**src/rtl/sd_dat_tx.sv**
```systemverilog
// Write-direction framer for one SD DAT line: start bit, MSB-first data block,
// CRC16 forwarded from an external generator, then end bit.
module sd_dat_tx #(
    parameter int unsigned BLOCK_BYTES = 512
) (
    input  logic       iclk,
    input  logic       irst,
    input  logic       istart,
    input  logic [7:0] idata,
    input  logic       ivalid,
    output logic       oready,
    output logic       odat,
    output logic       odat_oe,
    output logic       obusy,
    output logic       odone,
    output logic       oerr,
    output logic       ocrc_rst,
    output logic       ocrc_data,
    output logic       ocrc_unload,
    input  logic       icrc
);

    localparam int unsigned ByteW = (BLOCK_BYTES > 1) ? $clog2(BLOCK_BYTES) : 1;
    localparam logic [ByteW-1:0] LastByte = ByteW'(BLOCK_BYTES - 1);

    localparam logic [2:0] StIdle  = 3'd0;
    localparam logic [2:0] StStart = 3'd1;
    localparam logic [2:0] StData  = 3'd2;
    localparam logic [2:0] StCrc   = 3'd3;
    localparam logic [2:0] StEnd   = 3'd4;
    localparam logic [2:0] StDone  = 3'd5;

    logic [2:0]       state_q, state_d;
    logic [7:0]       shift_q, shift_d;
    logic [3:0]       cnt_q, cnt_d;
    logic [ByteW-1:0] byte_q, byte_d;

    // cnt_q counts bits within a byte in DATA and CRC bits in CRC.
    always_comb begin
        state_d = state_q;
        shift_d = shift_q;
        cnt_d   = cnt_q;
        byte_d  = byte_q;
        oready  = 1'b0;
        oerr    = 1'b0;
        case (state_q)
            StIdle: begin
                cnt_d  = '0;
                byte_d = '0;
                if (istart) begin
                    state_d = StStart;
                end
            end
            StStart: begin
                oready = 1'b1;
                if (ivalid) begin
                    shift_d = idata;
                    byte_d  = '0;
                    cnt_d   = '0;
                    state_d = StData;
                end else begin
                    oerr    = 1'b1;
                    state_d = StIdle;
                end
            end
            StData: begin
                shift_d = {shift_q[6:0], 1'b0};
                cnt_d   = cnt_q + 4'd1;
                if (cnt_q == 4'd7) begin
                    cnt_d = '0;
                    if (byte_q == LastByte) begin
                        state_d = StCrc;
                    end else begin
                        oready = 1'b1;
                        if (ivalid) begin
                            shift_d = idata;
                            byte_d  = byte_q + 1'b1;
                        end else begin
                            oerr    = 1'b1;
                            state_d = StIdle;
                        end
                    end
                end
            end
            StCrc: begin
                cnt_d = cnt_q + 4'd1;
                if (cnt_q == 4'd15) begin
                    cnt_d   = '0;
                    state_d = StEnd;
                end
            end
            StEnd:   state_d = StDone;
            StDone:  state_d = StIdle;
            default: state_d = StIdle;
        endcase
    end

    // Line outputs are decoded from state only; in CRC the generator MSB is passed through.
    always_comb begin
        odat        = 1'b1;
        odat_oe     = 1'b0;
        obusy       = 1'b0;
        odone       = 1'b0;
        ocrc_rst    = 1'b0;
        ocrc_data   = 1'b0;
        ocrc_unload = 1'b0;
        case (state_q)
            StIdle: begin
                ocrc_rst = 1'b1;
            end
            StStart: begin
                odat     = 1'b0;
                odat_oe  = 1'b1;
                obusy    = 1'b1;
                ocrc_rst = 1'b1;
            end
            StData: begin
                odat      = shift_q[7];
                ocrc_data = shift_q[7];
                odat_oe   = 1'b1;
                obusy     = 1'b1;
            end
            StCrc: begin
                odat        = icrc;
                odat_oe     = 1'b1;
                obusy       = 1'b1;
                ocrc_unload = 1'b1;
            end
            StEnd: begin
                odat_oe = 1'b1;
                obusy   = 1'b1;
            end
            StDone: begin
                odone    = 1'b1;
                ocrc_rst = 1'b1;
            end
            default: begin
                ocrc_rst = 1'b1;
            end
        endcase
    end

    always_ff @(posedge iclk) begin
        if (irst) begin
            state_q <= StIdle;
            shift_q <= '0;
            cnt_q   <= '0;
            byte_q  <= '0;
        end else begin
            state_q <= state_d;
            shift_q <= shift_d;
            cnt_q   <= cnt_d;
            byte_q  <= byte_d;
        end
    end

endmodule

```
**config.mk**
```make
export PLATFORM = sky130hd
export DESIGN_NAME = sd_dat_tx
export DESIGN_NICKNAME = d
export VERILOG_FILES = /design/src/rtl/sd_dat_tx.sv
export SDC_FILE = /design/constraint.sdc
export NUM_CORES = 1
export LEC_CHECK = 0
export BUFFER_PORTS_ARGS = -buffer_cell sky130_fd_sc_hd__buf_2
export CORE_AREA = 2 2 59 61
export CTS_CLUSTER_DIAMETER = 30
export DETAILED_ROUTE_END_ITERATION = 6
export DIE_AREA = 0 0 61 63
export SYNTH_ARGS = -nofsm -noshare
export SYNTH_HDL_FRONTEND = slang
export SYNTH_SLANG_ARGS = --single-unit
```
**constraint.sdc**
```tcl
create_clock -name iclk -period 4.9 [get_ports iclk]
set_input_delay 0.98 -clock iclk [delete_from_list [all_inputs] [get_ports iclk]]
set_output_delay 0.98 -clock iclk [all_outputs]
set_load 0.03 [all_outputs]
```
==> After elaboration in Yosys (flattened, before gate mapping) <==
Index checks and enable logic that the tools add are counted.
{ "totals": {"out_inout_bits": 9, "mem_count": 0, "register_bits": 24, "romBits": 0, "word_cells": 65, "latch_bits": 0, "ramBits": 0, "inputBits": 13} }
{ "classes": {"n_mul": 0, "n_reduce_logical": 10, "n_lt_le_gt_ge": 0, "add_sub_neg": 2, "eq_ne": 15, "n_shift": 0, "bitwise_logic": 0, "n_div": 0, "mux": 34} }
{ "ops": {"columns": ["cell", "count"], "rows": [
  ["two-way mux 9 bit", 4],
  ["two-way mux 8 bit", 4],
  ["one-hot mux 9 bit (3 select lines)", 1],
  ["one-hot mux 4 bit (4 select lines)", 1],
  ["one-hot mux 8 bit (2 select lines)", 1],
  ["two-way mux 3 bit", 5],
  ["one-hot mux 3 bit (5 select lines)", 1],
  ["two-way mux 4 bit", 3],
  ["inequality test 2 bit, second input constant", 6],
  ["two-way mux 1 bit", 10],
  ["adder 9 x 1 -> 9 bit, second input constant", 1],
  ["== test 9 bit, second input constant", 1],
  ["== test 3 x 2 -> 1 bit, second input constant", 2],
  ["== test 3 bit, second input constant", 2],
  ["AND reduction 5 bit", 1],
  ["adder 4 x 1 -> 4 bit, second input constant", 1],
  ["== test 4 x 3 -> 1 bit, second input constant", 1],
  ["== test 4 bit, second input constant", 1],
  ["one-hot mux 1 bit (2 select lines)", 2],
  ["AND reduction 2 bit", 2],
  ["AND reduction 4 bit", 1],
  ["nonzero test 4 bit", 1],
  ["OR reduction 4 bit", 1],
  ["== test 3 x 1 -> 1 bit, second input constant", 1],
  ["7 further kinds", 7]
]} }

==> Logic depth before layout (Yosys ltp) <==
Gate-level depths: netlist of run 1.
{ "logic_depth": {"ltp_word": 5, "ltp_mapped": 9} }

==> Least setup slack after synthesis of run 1 <==
No wires, ideal clock.
{ "synth_timing": {"kind": "register to output", "startpoint": "register byte_q[0]", "endpoint": "output oerr", "path_slack_ns": 1.964, "stages_incl_launch_ff": 8, "arrival_ns": 1.956, "cell_sequence": "dfxtp_1 ha_1 nand2_1 nor2_1 ha_1 and4bb_4 a21oi_1 nor3_1"} }
{ "synth_between": {"elab_chain_cells": 4} }
{ "synth_lines": {"columns": ["item", "line", "text"], "rows": [
  ["from (decl)", "36", "logic [ByteW-1:0] byte_q, byte_d;"],
  ["from (signal assigned)", "153", "byte_q <= byte_d;"],
  ["== test 9 bit", "71", "if (byte_q == LastByte) begin"],
  ["two-way mux 1 bit", "71", null],
  ["two-way mux 1 bit", "69", "if (cnt_q == 4'd7) begin"],
  ["one-hot mux 1 bit (2 select lines)", "46", "case (state_q)"],
  ["to (decl)", "16", "output logic oerr,"]
]} }
No other way between the ends.

==> Final worst setup path of run 1 <==
{ "layout_timing": {"startpoint": "register byte_q[2]", "endpoint": "output oerr"} }
The elaborated chain is that of the path after synthesis.

==> results of run 1 <==
[sequential cells by signal, summed over array words and instances, names as in the netlist]
name,flops
byte_q,9
shift_q,8
cnt_q,4
state_q,3
[placed cells by master (no fill, tap or decap), drive strengths merged, types with 2 or more instances in the layout]
cell and instances:
a21oi 13, a22oi 4, a32oi 2, and3 3, buf 21, clkbuf 4
dfxtp 24, ha 3, inv 4, mux2i 3, nand2 7, nand2b 4
nand3 7, nor2 29, nor3 10, nor4 7, o21ai 10, o31ai 2
or3 5, or4 2, xnor2 2
[worst min path at each step]
stage	depth (start not counted)	endpoint	slack (ns)	startpoint
final	2	shift_q[0]$_SDFFE_PP0P_	0.48	shift_q[0]$_SDFFE_PP0P_
after global placement	2	shift_q[0]$_SDFFE_PP0P_	0.44	shift_q[0]$_SDFFE_PP0P_
after CTS	2	shift_q[0]$_SDFFE_PP0P_	0.48	shift_q[0]$_SDFFE_PP0P_
after detailed placement	2	shift_q[0]$_SDFFE_PP0P_	0.46	shift_q[0]$_SDFFE_PP0P_
after floorplan	2	shift_q[0]$_SDFFE_PP0P_	0.43	shift_q[0]$_SDFFE_PP0P_
after global routing	2	shift_q[3]$_SDFFE_PP0P_	0.53	shift_q[3]$_SDFFE_PP0P_
[stage by stage]
step	total power [mW]	worst slack, ns	instance area, um2
global placement	0.512	2.22	1430
floorplan	0.466	1.96	1310
CTS	0.625	1.78	1470
global route	0.667	1.62	1470
finish	0.619	1.80	1470
detailed placement	0.517	2.17	1430
[power breakdown]
group / internal (mW) / switching, mW / total (mW)
clock: 0.0455 / 0.0610 / 0.106
sequential: 0.223 / 0.0348 / 0.258
combinational: 0.0872 / 0.167 / 0.255
[kinds of logic after synthesis]
kind of cell / after synthesis
AOI/OAI and AO/OA: 39
and+or+nand+nor: 79
buffers and inverters: 13
muxes: 4
DFF: 24
xor gates and xnor gates: 2
adders and majority gates: 3
[routing by layer]
layer  vias to the layer above  GRT usage (%)
met1                       563           24.8
met4                         0           6.52
met2                        16           21.4
met5                         -              0
met3                         4           3.11
li1                        630              -
[worst max-delay path, stage by stage, from the launching register on]
cell,delay [ns]
dfxtp_1,0.42
and3_1,0.20
nand3_1,0.11
nor2_1,0.13
ha_1,0.23
and4bb_4,0.28
a21oi_1,0.17
nor3_1,0.06
buf_2,0.20
[layout make-up]
class	instances	area (um2)	area share [%]
multi-input combinational	127	772	52.6
sequential	24	480	32.8
timing repair buffer	21	105	7.17
tap	46	57.6	3.92
clock buffer	4	36.3	2.47
inverter	4	15.0	1.02
==> metrics.md, run 1 <==
| Metric | Value |
|---|---|
| Total GRT Usage | `about 16%` |
| Number of synthesized flops with an enable pin | `0` |
| Main flop type after synthesis | `dfxtp_1` |
| Resize count post-CTS | `0` |
| Critical path arrival | `approximately 2.1 ns` |
| Synth top area share | `36.7%` |
| Fmax | `between 300 and 400 MHz` |
| Simple-Gate Fraction of Synth Area | `just over 30%` |
| Critical R2R Launch | `byte_q[0]$_SDFFE_PP0P_` |
| HP Class | `reg -> reg` |
| Final period util | `a little over three fifths` |
| # Post-CTS Setup Buffers | `0` |
| First-pass GRT wire length | `around 4800 um` |
| Synth area leader | `dfxtp_1` |
| Initial Utilization | `between 40 and 50%` |
| XOR/XNOR share of the synthesized area | `roughly 1.3%` |
| RSZ-0062 raised after global routing | `false` |
| Die width | `between 60 and 70 um` |
| Worst endpoint required time | `between 3 and 4 ns` |
| CTS root buffer | `clkbuf_4` |
| Die height | `around 63 um` |
| Vias in the first global route | `between 1k and 1.5k` |
| Leak | `roughly 0.54 nW` |
| Core area | `3230 um2` |
| Async SR Flop Fraction | `0%` |
| Antenna violations before repair | `0` |
| Clock-pin slew on the worst setup and hold paths | `0.13 ns` |
| Hold_buf cts | `0` |
| Worst Setup SP | `byte_q[2]$_SDFFE_PP0P_` |
| Seq cells post-synth | `24` |
| Vias per inst | `about 5.4` |
| Synth Area in Compound Gates | `20.8%` |
| Max cap viols | `0` |
| R2R Setup Slk | `between 2 and 3 ns` |
| # setup viols final | `0` |
| Worst setup endpoint | `oerr` |
| Final instance count without filler cells | `about 230` |
| Syn Nets | `180` |
| Synth warn | `0` |
| Crit path time final | `about 3.1 ns` |
| Critical path class | `reg -> out` |
| Main combinational cell family by area after synthesis | `simple AND/OR/NAND/NOR gates` |
| Synth-to-layout area growth | `12.0%` |
| DR WL/cell | `12.3 um` |
| Outcome | `completed` |
| M1 WL | `1420 um` |
| Die area | `~3800 um2` |
| Top-count cell post-synth | `nor2_1` |
| Critical Path Fanout Max | `6` |
| Final Hold Fails | `0` |
| Post-layout util | `between 40% and 50%` |
| DR WL met2 | `approximately 1200 um` |
| R2r endpoint | `byte_q[7]$_SDFFE_PP0P_` |
| WL met3 | `just over 90 um` |
| Nature of the critical path endpoint | `output pin` |
| R2R depth | `8` |
| Total gr overflow | `0` |
| DPL Wire Length | `1970 um` |
| Adder-cell share of the synthesized area | `under 10%` |
| Slew HR | `roughly 59%` |
| Clock buffer depth | `2` |
| Detail Route Antenna Nets | `0` |
| Via count | `between 1k and 1.5k` |
| Cts bufs inserted | `3` |
| FP Rows | `21` |
| Share of cells above drive strength 1 | `17.8%` |
| Post-Syn Instances | `about 160` |
| Initial DRT Pass Iterations | `4` |
| Leading post-synthesis cells by cell area | `dfxtp_1, nor2_1, a21oi_1` |
| Clock sinks | `24` |
| Seq/Total Area, Yosys | `approximately 37%` |
| DRC viols | `0` |
| Number of port buffers | `21` |
| Clock Latency Late Sink | `around 0.32 ns` |
| Commonest cells in the netlist | `nor2_1, dfxtp_1, a21oi_1, nor3_1` |
| Diode count | `0` |
| Setup TNS | `0 ns` |
| Worst-Margin Slew | `0.617 ns` |
| Pin count of the biggest net entering global routing | `21` |
| Post-Route WL | `approximately 2800 um` |
| Worst setup SP type | `flop` |
| DP Cell Count | `around 220` |
| Mapped cell area | `between 1000 and 1500 um2` |
| IO Pins | `22` |
| Yosys cell types | `38` |
| Nets | `between 150 and 200` |
| Initial drt markers | `61` |
| Slew Viols, Final | `0` |
| # fillers | `roughly 350` |
| Highest layer used for signal routing | `met4` |
| Max H-tree Level | `1` |
| Syn_area_per_cell | `between 7 and 8 um2` |
| Pwr Density | `between 400 and 500 nW/um2` |
| Post-synthesis mux area share | `3.15%` |
| Clock skew | `approximately 0.0057 ns` |
| CTS tree | `yes` |
| WHS | `around 0.48 ns` |
| Peak supply drop | `165 uV` |
| GPL Wtd Cong | `between 0.8 and 0.9` |
Note: power is estimated with default switching activity, not from simulation.
==> run 2, diff against run 1 <==
- clock period: 4.9 -> 2.9 ns (I/O delays scaled with it)
==> run 2 against run 1 <==
  * Sequential power increased by 69%
  * Clock power increased by 35%
  * Wire length decreased by 1.3%
  * Die area unchanged
  * Flip-flop and latch count unchanged
  * Register-to-register slack got worse by 2.0 ns
==> metrics.md, run 2 (synthesis gave the netlist of run 1 again) <==
| Metric | Value |
|---|---|
| Outcome | `completed` |
| Clock skew | `0.00243 ns (-0.00326 ns)` |
| Synth-to-layout area growth | `11.0%` |
| Slew HR | `59.6% (+0.70 points)` |
| Critical Path Fanout Max | `6 (unchanged)` |
| Max reg flops | `9 (unchanged)` |
| Core area | `3230 um2 (unchanged)` |
| Cts bufs inserted | `3 (unchanged)` |
| Vias per inst | `5.41 (+0.86%)` |
| Commonest non-fill, non-tap cells in the layout | `nor2_1, dfxtp_1, buf_2, a21oi_1, nor3_1` |
| Top Registers | `byte_q (9), shift_q (8), cnt_q (4)` |
| Clock sinks | `24 (unchanged)` |
| Die width | `61 um (unchanged)` |
| Setup TNS | `0 ns (unchanged)` |
| Clock-pin slew on the worst setup and hold paths | `0.12 ns (about the same)` |
| Worst endpoint required time | `2.32 ns (-1.60 ns)` |
| # Post-CTS Setup Buffers | `0 (unchanged)` |
| Slew Viols, Final | `0 (unchanged)` |
| Clock Latency Late Sink | `0.31 ns (about the same)` |
| Initial drt markers | `56 (-8.2%)` |
| Detail Route Antenna Nets | `0 (unchanged)` |
| Post-Route WL | `2750 um (-1.3%)` |
| DPL Wire Length | `2000 um (+1.4%)` |
| Via count | `1218 (+0.41%)` |
| Max cap viols | `0 (unchanged)` |
| DR WL/cell | `12.2 um (-0.85%)` |
| Diode count | `0 (unchanged)` |
| Number of port buffers | `21 (unchanged)` |
| DRC viols | `0 (unchanged)` |
| Die height | `63 um (unchanged)` |
| Max H-tree Level | `1 (unchanged)` |
| Pin count of the biggest net entering global routing | `21 (unchanged)` |
| Crit path time final | `2.68 ns` |
| Fmax | `374 MHz` |
| First-pass GRT wire length | `4770 um (unchanged)` |
| GPL Wtd Cong | `0.844 (+3.6%)` |
| Leak | `0.536 nW (-1.3%)` |
| Peak supply drop | `478 uV (+190%)` |
| Antenna violations before repair | `0 (unchanged)` |
| Resize count post-CTS | `0 (unchanged)` |
| IO Pins | `22 (unchanged)` |
| Worst Setup Slack post-DPL | `0.580 ns (-1.59 ns)` |
| Worst-Margin Slew | `0.607 ns (-0.0104 ns)` |
| Post-layout util | `44.9% (-0.43 points)` |
| Commonest non-fill, non-tap cell in the layout | `nor2_1` |
| Critical path class | `reg -> out` |
| Nets | `197 (unchanged)` |
| Total gr overflow | `0 (unchanged)` |
| Initial Utilization | `40.5% (unchanged)` |
| Hold_buf cts | `0 (unchanged)` |
| Nature of the critical path endpoint | `output pin` |
| RSZ-0062 raised after global routing | `false` |
| Vias in the first global route | `1081 (+4.5%)` |
| HP Class | `reg -> reg` |
| Final Hold Fails | `0 (unchanged)` |
| Initial DRT Pass Iterations | `4 (unchanged)` |
| Top reg by flops | `byte_q` |
| Share of cells above drive strength 1 | `17.3% (-0.46 points)` |
| Critical path arrival | `2.10 ns (-0.02 ns)` |
| Clock buffer depth | `2 (unchanged)` |
| CTS root buffer | `clkbuf_4` |
| WHS | `0.472 ns (-0.00969 ns)` |
| Worst setup SP type | `flop` |
| Final period util | `between 90 and 100%` |
| Die area | `3840 um2 (unchanged)` |
| # setup viols final | `0 (unchanged)` |
| Total GRT Usage | `15.7% (-0.41 points)` |
| FP Rows | `21 (unchanged)` |
| Final setup margin | `0.223 ns (-1.58 ns)` |
| CTS tree | `yes` |
| Pwr Density | `693 nW/um2 (+64%)` |
[run 2: cell count changes in the layout (fill, tap and decap cells not counted)]
| cell | previous run | this run |
|---|---|---|
| clkbuf_8 | 1 | 0 |
[run 2: final timing paths]
| path | from | endpoint | slack (ns) | cells after the start |
|---|---|---|---|---|
| worst min-delay path | shift_q[0]$_SDFFE_PP0P_ | shift_q[0]$_SDFFE_PP0P_ | 0.47 | 2 |
| worst max-delay path | byte_q[2]$_SDFFE_PP0P_ | oerr | 0.22 | 8 |
| worst max register to register | byte_q[0]$_SDFFE_PP0P_ | byte_q[5]$_SDFFE_PP0P_ | 0.55 | 8 |
| worst min register to register | shift_q[0]$_SDFFE_PP0P_ | shift_q[0]$_SDFFE_PP0P_ | 0.47 | 2 |
[run 2: where the power goes]
part / leakage, nW / internal, mW / switching [mW]
Combinational: 0.327 / 0.147 / 0.281
Sequential: 0.195 / 0.377 / 0.0588
Clock: 0.0138 / 0.0485 / 0.0945
Total: 0.536 / 0.573 / 0.434
[run 2: routing by layer]
layer  routed length [um]  global-route usage (%)  up-vias
met1                 1340                    21.6      567
met5                    0                       0        -
met3                   91                    4.35        2
met2                 1300                    24.2       17
li1                     -                       -      632
met4                   17                    3.26        0
[run 2: worst max-delay path: stages, from the launching register on]
cell and delay (ns):
dfxtp_1 0.42, and3_1 0.19, nand3_1 0.11, nor2_1 0.14, ha_1 0.22, and4bb_4 0.27
a21oi_1 0.17, nor3_1 0.06, buf_2 0.20
[run 2: through the flow]
step                      cell area [um2]  power (mW)  std cells
final                                1450        1.01        225
after CTS                            1450        1.02        225
after floorplan                      1310       0.787        164
after global routing                 1450        1.08        225
after detailed placement             1430       0.873        222
after global placement               1430       0.865        222
[run 2: final cells by class]
type,instances,area (um2)
Tap cell,46,57.6
Multi-Input combinational cell,127,772
Inverter,4,15.0
Timing Repair Buffer,21,105
Sequential cell,24,480
Clock buffer,3,22.5
Fill cell,344,1780
==> run 3, diff against run 2 <==
- CORE_AREA: 2 2 59 61 -> 4 4 47 80
- DIE_AREA: 0 0 61 63 -> 0 0 51 84
- clock period: 2.9 -> 3.1 ns (I/O delays scaled with it)
==> run 3 against run 2 <==
  * Critical path depth stayed put
  * Register-to-register slack better by 0.18 ns
  * Wire length is 13% higher
  * Combinational power is 4% lower
  * Via count is 2.2% higher
  * Sequential power is 6.2% lower
  * Critical path type unchanged
  * Critical endpoint unchanged
==> metrics.md, run 3 (synthesis gave the netlist of run 1 again) <==
| Metric | Value |
|---|---|
| Outcome | `completed` |
| Worst endpoint required time | `2.48 ns (+0.16 ns)` |
| Slew HR | `56.8% (-2.8 points)` |
| Nature of the critical path endpoint | `output pin` |
| Commonest non-fill, non-tap cells in the layout | `nor2_1, dfxtp_1, buf_2, a21oi_1, nor3_1` |
| DPL Wire Length | `2400 um (+20%)` |
| Peak supply drop | `390 uV (-18%)` |
| Critical Path Fanout Max | `6 (unchanged)` |
| Die height | `84 um (+33%)` |
| Clock buffer depth | `2 (unchanged)` |
| Core area | `3140 um2 (-2.8%)` |
| DR WL/cell | `14.0 um (+14%)` |
| Reg power frac | `37.5% (-5.8 points)` |
| HP Class | `reg -> reg` |
| P_sw | `0.427 mW (-1.7%)` |
| DRC viols | `0 (unchanged)` |
| Vias per inst | `5.58 (+3.1%)` |
| Comb pwr share | `37.6% (-4.9 points)` |
| CTS tree | `yes` |
| Clock Latency Late Sink | `0.27 ns (-0.04 ns)` |
| Critical path class | `reg -> out` |
| GPL Wtd Cong | `0.764 (-9.4%)` |
| Net Sw Frac | `39.2% (-4.0 points)` |
| # fillers | `337 (-2.0%)` |
| Internal power | `0.663 mW (+16%)` |
| Max H-tree Level | `1 (unchanged)` |
| Max cap viols | `0 (unchanged)` |
| # setup viols final | `0 (unchanged)` |
| Setup TNS | `0 ns (unchanged)` |
| IO Pins | `22 (unchanged)` |
| Slew Viols, Final | `0 (unchanged)` |
| Resize count post-CTS | `0 (unchanged)` |
| Total GRT Usage | `16.0% (+0.35 points)` |
| Worst setup SP type | `flop` |
| Total gr overflow | `0 (unchanged)` |
| Number of port buffers | `21 (unchanged)` |
| Power Total | `1.09 mW (+8.2%)` |
| Share of cells above drive strength 1 | `17.8% (+0.46 points)` |
| Diode count | `0 (unchanged)` |
| R2R depth | `8 (unchanged)` |
| Antenna violations before repair | `0 (unchanged)` |
| Clock-pin slew on the worst setup and hold paths | `0.08 ns (-0.04 ns)` |
| Clock skew | `0.00306 ns (+0.000634 ns)` |
| RSZ-0062 raised after global routing | `false` |
| Top reg by flops | `byte_q` |
| Top Registers | `byte_q (9), shift_q (8), cnt_q (4)` |
| Vias in the first global route | `1233 (+14%)` |
| Initial DRT Pass Iterations | `4 (unchanged)` |
| Final period util | `approximately 87%` |
| Max reg flops | `9 (unchanged)` |
| Initial drt markers | `33 (-41%)` |
| Hold Path Stages | `2 (unchanged)` |
| CTS root buffer | `clkbuf_8` |
| Synth-to-layout area growth | `14.4%` |
| # Post-CTS Setup Buffers | `0 (unchanged)` |
| Pin count of the biggest net entering global routing | `21 (unchanged)` |
| Initial Utilization | `41.7% (+1.2 points)` |
| Critical path arrival | `2.07 ns (-0.03 ns)` |
| Pwr Density | `728 nW/um2 (+5.0%)` |
| Detail Route Antenna Nets | `0 (unchanged)` |
| Clock power share | `24.9% (+11 points)` |
| Fmax | `roughly 370 MHz` |
| Die area | `4280 um2 (+11%)` |
| Via count | `1245 (+2.2%)` |
| Worst-Margin Slew | `0.648 ns (+0.0413 ns)` |
| Leak | `0.557 nW (+4.1%)` |
| Commonest non-fill, non-tap cell in the layout | `nor2_1` |
| Clock sinks | `24 (unchanged)` |
| Hold_buf cts | `0 (unchanged)` |
| Post-Route WL | `3110 um (+13%)` |
| Crit path time final | `about 2.7 ns` |
| Nets | `197 (unchanged)` |
| Final Hold Fails | `0 (unchanged)` |
| First-pass GRT wire length | `5380 um (+13%)` |
| Die width | `51 um (-16%)` |
| FP Rows | `27 (+29%)` |
| Cts bufs inserted | `3 (unchanged)` |
[run 3: cell count changes in the layout (fill, tap and decap cells not counted), sizes merged]
cell and change:
bufinv +1
[run 3: worst paths after layout]
kind         slack [ns]                    start                      end
max                0.41   byte_q[2]$_SDFFE_PP0P_                     oerr
min                0.46  shift_q[0]$_SDFFE_PP0P_  shift_q[0]$_SDFFE_PP0P_
max reg2reg        0.73   byte_q[4]$_SDFFE_PP0P_   byte_q[5]$_SDFFE_PP0P_
min reg2reg        0.46  shift_q[0]$_SDFFE_PP0P_  shift_q[0]$_SDFFE_PP0P_
[run 3: final cells by class]
class	count	area [um2]	area share, %
clock inverters	1	30.0	2.01
multi-input cells	127	772	51.5
repair buffers	21	105	7.02
flip-flops and latches	24	480	32.1
clock buffers	3	41.3	2.76
inverters	4	15.0	1.00
well taps	43	53.8	3.59
[run 3: metal layers]
| layer | vias to the layer above | track usage, % | share of wire, % |
|---|---|---|---|
| li1 | 629 | - | - |
| met1 | 592 | 15.7 | 37 |
| met4 | 0 | 5.39 | 0.96 |
| met3 | 4 | 2.50 | 2.8 |
| met5 | - | 0 | 0 |
| met2 | 20 | 31.7 | 59 |
[run 3: power groups by stage]
stage	sequential, mW	clock, mW	combinational, mW
final	0.409	0.272	0.410
after global routing	0.416	0.295	0.461
after CTS	0.408	0.279	0.414
after detailed placement	0.415	0	0.412
after global placement	0.413	0	0.402
after floorplan	0.380	0	0.356
[run 3: worst max-delay path, cell delays in order, from the launching register on]
cell and delay [ns]:
dfxtp_1 0.39, and3_1 0.21, nand3_1 0.12, nor2_1 0.13
ha_1 0.22, and4bb_4 0.28, a21oi_1 0.19, nor3_1 0.07
buf_2 0.21
[run 3: stage by stage]
stage | hold slack, ns | cells | cell area, um2 | util [%] | worst slack (ns)
6_report | 0.461 | 223 | 1500 | 47.7 | 0.411
4_1_cts | 0.466 | 223 | 1500 | 47.7 | 0.409
2_1_floorplan | 0.432 | 164 | 1310 | - | 0.524
3_3_place_gp | 0.444 | 219 | 1430 | 45.4 | 0.789
5_1_grt | 0.488 | 223 | 1500 | 47.7 | 0.253
3_5_place_dp | 0.453 | 219 | 1430 | 45.4 | 0.723
